## src/rtl/pooling_window_buffer_pkg.sv

```systemverilog
`default_nettype none
// ============================================================================
// pooling_window_buffer_pkg : shared window layout constants and row-phase FSM type
// Revision: 1.0
// ============================================================================
package pooling_window_buffer_pkg;

  localparam int c_WIN_SIZE = 4;
  localparam int c_WIN_TL   = 0;
  localparam int c_WIN_TR   = 1;
  localparam int c_WIN_BL   = 2;
  localparam int c_WIN_BR   = 3;

  typedef enum logic [0:0] {
    TOP_ROW    = 1'b0,
    BOTTOM_ROW = 1'b1
  } row_state_e;

endpackage
`default_nettype wire

```

## src/rtl/pooling_window_buffer_line.sv

```systemverilog
`default_nettype none
// ============================================================================
// pooling_line_buffer : one-row store, one synchronous write, two async reads
// Revision: 1.0
// ============================================================================
module pooling_line_buffer #(
  parameter int I_WIDTH = 8,
  parameter int DEPTH   = 4,
  parameter int AW      = (DEPTH > 1) ? $clog2(DEPTH) : 1
) (
  input  logic               clk,
  input  logic               i_we,
  input  logic [AW-1:0]      i_waddr,
  input  logic [I_WIDTH-1:0] i_wdata,
  input  logic [AW-1:0]      i_raddr0,
  output logic [I_WIDTH-1:0] o_rdata0,
  input  logic [AW-1:0]      i_raddr1,
  output logic [I_WIDTH-1:0] o_rdata1
);

  logic [I_WIDTH-1:0] r_mem [DEPTH];

  // Every location is written in the top row before the bottom row reads it.
  always_ff @(posedge clk) begin
    if (i_we) begin
      r_mem[i_waddr] <= i_wdata;
    end
  end

  assign o_rdata0 = r_mem[i_raddr0];
  assign o_rdata1 = r_mem[i_raddr1];

endmodule
`default_nettype wire

```

## src/rtl/pooling_window_buffer.sv

```systemverilog
`default_nettype none
// ============================================================================
// pooling_window_buffer : groups a raster stream into non-overlapping 2x2 windows
// Revision: 1.0
// ============================================================================
module pooling_window_buffer
  import pooling_window_buffer_pkg::*;
#(
  parameter int I_WIDTH    = 8,
  parameter int IMG_WIDTH  = 4,
  parameter int IMG_HEIGHT = 4
) (
  input  logic                          clk,
  input  logic                          rst,
  input  logic [I_WIDTH-1:0]            input_data,
  input  logic                          input_valid,
  output logic [c_WIN_SIZE*I_WIDTH-1:0] output_data,
  output logic                          output_valid,
  output logic                          frame_done
);

  localparam int c_CW = $clog2(IMG_WIDTH);
  localparam int c_RW = $clog2(IMG_HEIGHT);
  localparam logic [c_CW-1:0] c_LAST_COL = c_CW'(IMG_WIDTH - 1);
  localparam logic [c_RW-1:0] c_LAST_ROW = c_RW'(IMG_HEIGHT - 1);

  if ((IMG_WIDTH < 2) || ((IMG_WIDTH % 2) != 0)) begin : g_bad_width
    $error("pooling_window_buffer: IMG_WIDTH must be even and >= 2");
  end
  if ((IMG_HEIGHT < 2) || ((IMG_HEIGHT % 2) != 0)) begin : g_bad_height
    $error("pooling_window_buffer: IMG_HEIGHT must be even and >= 2");
  end

  row_state_e                    r_state;
  logic [c_CW-1:0]               r_col;
  logic [c_RW-1:0]               r_row;
  logic [I_WIDTH-1:0]            r_bl;
  logic [c_WIN_SIZE*I_WIDTH-1:0] r_out_data;
  logic                          r_out_valid;
  logic                          r_frame_done;

  logic                          w_last_col;
  logic                          w_last_row;
  logic                          w_lb_we;
  logic [c_CW-1:0]               w_raddr_left;
  logic [I_WIDTH-1:0]            w_line_left;
  logic [I_WIDTH-1:0]            w_line_right;

  assign w_last_col   = (r_col == c_LAST_COL);
  assign w_last_row   = (r_row == c_LAST_ROW);
  assign w_lb_we      = input_valid && (r_state == TOP_ROW);
  // Left partner of an odd column is the same index with bit 0 cleared.
  assign w_raddr_left = r_col & ~c_CW'(1);

  pooling_line_buffer #(
    .I_WIDTH (I_WIDTH),
    .DEPTH   (IMG_WIDTH),
    .AW      (c_CW)
  ) u_line (
    .clk      (clk),
    .i_we     (w_lb_we),
    .i_waddr  (r_col),
    .i_wdata  (input_data),
    .i_raddr0 (w_raddr_left),
    .o_rdata0 (w_line_left),
    .i_raddr1 (r_col),
    .o_rdata1 (w_line_right)
  );

  always_ff @(posedge clk or posedge rst) begin
    if (rst) begin
      r_state      <= TOP_ROW;
      r_col        <= '0;
      r_row        <= '0;
      r_bl         <= '0;
      r_out_data   <= '0;
      r_out_valid  <= 1'b0;
      r_frame_done <= 1'b0;
    end else begin
      r_out_valid  <= 1'b0;
      r_frame_done <= 1'b0;
      if (input_valid) begin
        if (w_last_col) begin
          r_col <= '0;
          r_row <= w_last_row ? '0 : r_row + c_RW'(1);
        end else begin
          r_col <= r_col + c_CW'(1);
        end

        case (r_state)
          TOP_ROW: begin
            if (w_last_col) begin
              r_state <= BOTTOM_ROW;
            end
          end
          BOTTOM_ROW: begin
            if (!r_col[0]) begin
              r_bl <= input_data;
            end else begin
              r_out_data[I_WIDTH*c_WIN_TL +: I_WIDTH] <= w_line_left;
              r_out_data[I_WIDTH*c_WIN_TR +: I_WIDTH] <= w_line_right;
              r_out_data[I_WIDTH*c_WIN_BL +: I_WIDTH] <= r_bl;
              r_out_data[I_WIDTH*c_WIN_BR +: I_WIDTH] <= input_data;
              r_out_valid  <= 1'b1;
              r_frame_done <= w_last_col && w_last_row;
            end
            if (w_last_col) begin
              r_state <= TOP_ROW;
            end
          end
          default: r_state <= TOP_ROW;
        endcase
      end
    end
  end

  assign output_data  = r_out_data;
  assign output_valid = r_out_valid;
  assign frame_done   = r_frame_done;

endmodule
`default_nettype wire

```

## config.mk

```make
export PLATFORM = sky130hd
export DESIGN_NAME = pooling_window_buffer
export DESIGN_NICKNAME = d
export VERILOG_FILES = /design/src/rtl/pooling_window_buffer_pkg.sv /design/src/rtl/pooling_window_buffer_line.sv /design/src/rtl/pooling_window_buffer.sv
export SDC_FILE = /design/constraint.sdc
export NUM_CORES = 1
export LEC_CHECK = 0
export CORE_MARGIN = 3
export CORE_UTILIZATION = 25
export CTS_CLUSTER_DIAMETER = 30
export CTS_CLUSTER_SIZE = 16
export DETAILED_ROUTE_END_ITERATION = 16
export GPL_ROUTABILITY_DRIVEN = 1
export PLACE_DENSITY = 0.39
export SLEW_MARGIN = 20
export SYNTH_ARGS = -nofsm -noshare
export SYNTH_HDL_FRONTEND = slang
export SYNTH_SLANG_ARGS = --single-unit
```

## constraint.sdc

```tcl
create_clock -name clk -period 2.9 [get_ports clk]
set_input_delay 0.725 -clock clk [delete_from_list [all_inputs] [get_ports clk]]
set_output_delay 0.725 -clock clk [all_outputs]
set_load 0.1 [all_outputs]
```

== Yosys cells after proc, flatten, opt, wreduce, memory -nomap -nowiden ==
Memory sizes are Yosys's and may differ from the RTL's. A register that Yosys moved wholly into a read port is not among the register bits.
Cells that the tools add are included.

* RAM bits: 32
* Input port bits: 11
* Memories kept: 1
* Logic and storage cells: 32
* Register bits: 47

* Eq/ne operators: 2
* Add/sub/neg operators: 2
* Bitwise operators: 2
* Reduce and logical (&&, ||, !) cells: 5
* Muxes and demuxes: 13

{| class="wikitable"
|+ Memory list
! name !! words !! width !! rd ports !! clocked after memory_dff !! write ports !! RTL line !! text
|-
| u_line.r_mem || 4 || 8 || 2 || 2 || 1 || pooling_window_buffer_line.sv:21 || <nowiki>logic [I_WIDTH-1:0] r_mem [DEPTH];</nowiki>
|}

{| class="wikitable"
|+ Operators by type and width
! operator !! count
|-
| $mux W1 || 10
|-
| $reduce_and A3 Y1 || 2
|-
| $add A2 B1 Y2 const B || 2
|-
| $eq A2 B2 Y1 const B || 2
|-
| $mux W2 || 2
|-
| $logic_and A1 B1 Y1 || 2
|-
| $not A1 Y1 || 2
|-
| $pmux W1 S2 || 1
|-
| $reduce_and A2 Y1 || 1
|}

== Longest topological paths before layout ==
* Depth after elaboration: 5
* Depth in mapped cells: 6

== Cells and area by module ==
From an unflattened synthesis, not the netlist that was laid out.

* Cells, all modules: 163
* Area total of the unflattened synthesis: 3280.6 µm²

{| class="wikitable"
|+ By module, submodules not included
! module !! area each (µm²) !! sequential area each (µm²) !! times used !! cells each
|-
| pooling_window_buffer || 1895.6 || 1176.1 || 1 || 107
|-
| pooling_line_buffer || 1385.1 || 960.9 || 1 || 56
|}

== Worst setup path after synthesis ==
OpenSTA, ideal clock, no wires.

* Path type: input -> register
* Start: in input_valid
* End: mem u_line.r_mem[1][0] (enable)
* Path slack: 1.028 ns
* Data arrival time: 1.540 ns
* Stages on the path: 4
* Path buffers: 2
* Required time: 2.568 ns
* Setup time: 0.332 ns
* Cell sequence: buf_2 buf_2 nor2b_1 and2_1

* Cells in the longest elaborated chain, start to end: 3

{| class="wikitable"
|+ RTL lines
! element !! RTL line !! text
|-
| start: declaration || pooling_window_buffer.sv:16 || <nowiki>input logic input_valid,</nowiki>
|-
| $logic_and A1 B1 Y1 || pooling_window_buffer.sv:51 || <nowiki>assign w_lb_we = input_valid && (r_state == TOP_ROW);</nowiki>
|-
| $mux W1 || pooling_window_buffer_line.sv:25 || <nowiki>if (i_we) begin</nowiki>
|-
| $mux W1 (not written as such) || pooling_window_buffer_line.sv:26 || <nowiki>r_mem[i_waddr] <= i_wdata;</nowiki>
|-
| end: declaration || pooling_window_buffer_line.sv:21 ||
|}

No other way between the ends.

== Worst setup path in the final report ==
* Start: in input_valid
* End: mem u_line.r_mem[2][1] (enable)

Same word-level chain as after synthesis.

==> impl_metrics.csv <==
group,metric,value,unit
global_routing,grt_pass1_wl,10.67,mm
timing,rsz0062_at_grt,"false",
global_routing,grt_pass1_vias,1832,
timing,period_share,0.7359,
cts,clk_latency,330,ps
cts,tritoncts,"yes",
timing,setup_viol,0,
synthesis,yosysMostFrequentCell,"dfrtp_1",
synthesis,synth-edff-count,32,
die,fp-row-count,39,
cts,clockBufferDepth,2,
setup_path,cp-start-kind,"input pin",
cts,clock_sinks,79,
run,maxCapViolations,0,
cts,h-tree-depth,3,
final_layout,n_antenna_cell,0,
die,ios,45,
final_layout,fin_nets,257,
cts,path_clk_slew,60,ps
timing,timing.final.hold_violations,0,
hold_path,worstHoldPathType,"flip-flop to flip-flop",
place,placed_cells,373,
cts,cts_buffers,9,
place,place.port_buffers,44,
synthesis,synth_top_area_share,0.3818,
synthesis,syn_area,0.003080,mm²
timing,drv_slew,0,
die,initial_utilization,0.2630,
timing,min_period,2134,ps
synthesis,yosysSeqAreaShare,0.6937,
final_layout,area_delta_synth_final,26.32,%
route,drt_drc_violations_left,0,
timing,tightest_slew,868.7,ps
final_layout,drive_gt1_frac,0.3510,
synthesis,yosys-top-cells-area,"dfrtp_1 (38%), edfxtp_1 (31%), mux2_2 (5.5%), mux2i_1 (5.2%), mux2_4 (4.9%)",
die,core,0.01171,mm²
timing,fmax,0.4686,GHz
outcome,outcome,"finished clean",
timing,slew_headroom,0.4209,
cts,ctsResizeCount,0,
global_routing,antenna_found_initial,0,
place,gp_congestion,0.6754,
timing,setup_tns,0,ps
synthesis,syn_nets,205,
setup_path,crit_fanout,8,
synthesis,avgSynthCellArea,16.30,µm²
route,dr.first_iter.drc_count,69,
global_routing,gr-total-overflow,0,
synthesis,postSynth.asyncResetShare,0.5949,
route,vias_per_cell,4.423,
setup_path,worst_ep_required_time,2880,ps
route,firstDrtPassIters,6,
route,dr_total_vias,1716,
cts,cts_root_buf,"clkbuf_16",
global_routing,grt_max_degree,27,
die,dieArea,0.01369,mm²
route,wl_per_cell,17.14,µm
setup_path,cp.arrival,2120,ps
die,die_h,117.0,µm
place,dp_hpwl,4.570,mm
cts,post_cts_buffers,0,
die,die_w,117.0,µm
synthesis,synth_top_area_cell,"dfrtp_1",
synthesis,yosys_warnings,0,
synthesis,synthCells,189,
timing,finClkSkew,5.617,ps
timing,whs,501.5,ps
cts,cts_hold_buffers,0,
setup_path,cp-end-kind,"flip-flop",
synthesis,ys_top_cells_by_count,"dfrtp_1 (47), edfxtp_1 (32), a21oi_1 (16), a31oi_1 (16), mux2i_1 (16)",
synthesis,synth-seq-cells,79,
route,ant_nets,0,
final_layout,final_cells,388,
route,routed_wl,6.649,mm
final_layout,post-route-util,0.3323,
global_routing,grtUsageTotal,0.1074,
setup_path,path_class,"input pin to flip-flop",
synthesis,synthFlopType,"dfrtp_1",
synthesis,synthDistinctLibCells,25,
## critical path: stages
cell and delay (ps):
clkdlybuf4s50_1 750, nor2b_1 240, and2_1 400
## final cells by class
cell class / count / area (µm²)
clock buffer: 10 / 229.0
clock inverter: 5 / 51.30
fill: 1170 / 7820
inverter: 4 / 15.01
multi-input combinational: 94 / 844.6
sequential: 79 / 2137
tap: 143 / 178.9
timing repair buffer: 53 / 435.4
## per-stage QoR
| step | instance area (µm²) | setup WS [ps] |
|---|---|---|
| global placement | 3611 | 455.6 |
| floorplan | 3080 | 1028 |
| CTS | 3891 | 770.1 |
| global route | 3891 | 665.0 |
| finish | 3891 | 765.8 |
| detailed placement | 3611 | 421.9 |
## cell families (layout without fill, tap and decap cells)
logic type,after synthesis,in the layout,synth area share
simple gates,12,12,0.03006
flops,79,79,0.6937
fa+ha+maj,5,5,0.02031
xor+xnor,1,1,0.002844
mux,42,42,0.1592
buf+inv,16,72,0.03209
compound gates,34,34,0.06174
## sequential cells by signal, indices dropped and copies added (netlist names)
register	flops
output_valid	1
r_col	2
r_bl	8
u_line.r_mem	32
output_data	32
r_state	1
frame_done	1
r_row	2
## final timing paths
kind	from	slack [ps]	to	cells after the start
setup / recovery	input_valid	770	u_line.r_mem[2][1]	3
hold / removal	output_data[31]	500	output_data[31]	1
setup reg to reg	r_col[0]	860	u_line.r_mem[3][5]	4
hold reg to reg	output_data[31]	500	output_data[31]	1
max in group asynchronous	rst	1780	output_data[3]	3
min in group asynchronous	rst	660	output_data[16]	2
## placed cells by master (no fill, tap or decap), drive strengths merged
cell type	count
clkbuf	10
bufinv	1
mux2	26
nand3	1
mux2i	16
dfrtp	47
nor2b	1
and2	3
nor2	2
a21oi	16
ha	5
inv	4
clkinvlp	1
nand2	2
o21ai	2
xnor2	1
buf	43
and3	1
or3b	1
edfxtp	32
nand3b	1
a31oi	16
clkdlybuf4s50	10
clkinv	3
## per-layer routing
metal	wire length, µm	vias to the layer above	global-route usage
met5	0	-	0
met4	67	0	0.03899
met3	273	7	0.04165
met2	3053	35	0.1540
met1	3255	880	0.1478
li1	-	794	-
Power is left out: the tool's default activity adds up to more than one toggle a clock period on the data nets, which glitch-free logic cannot reach.
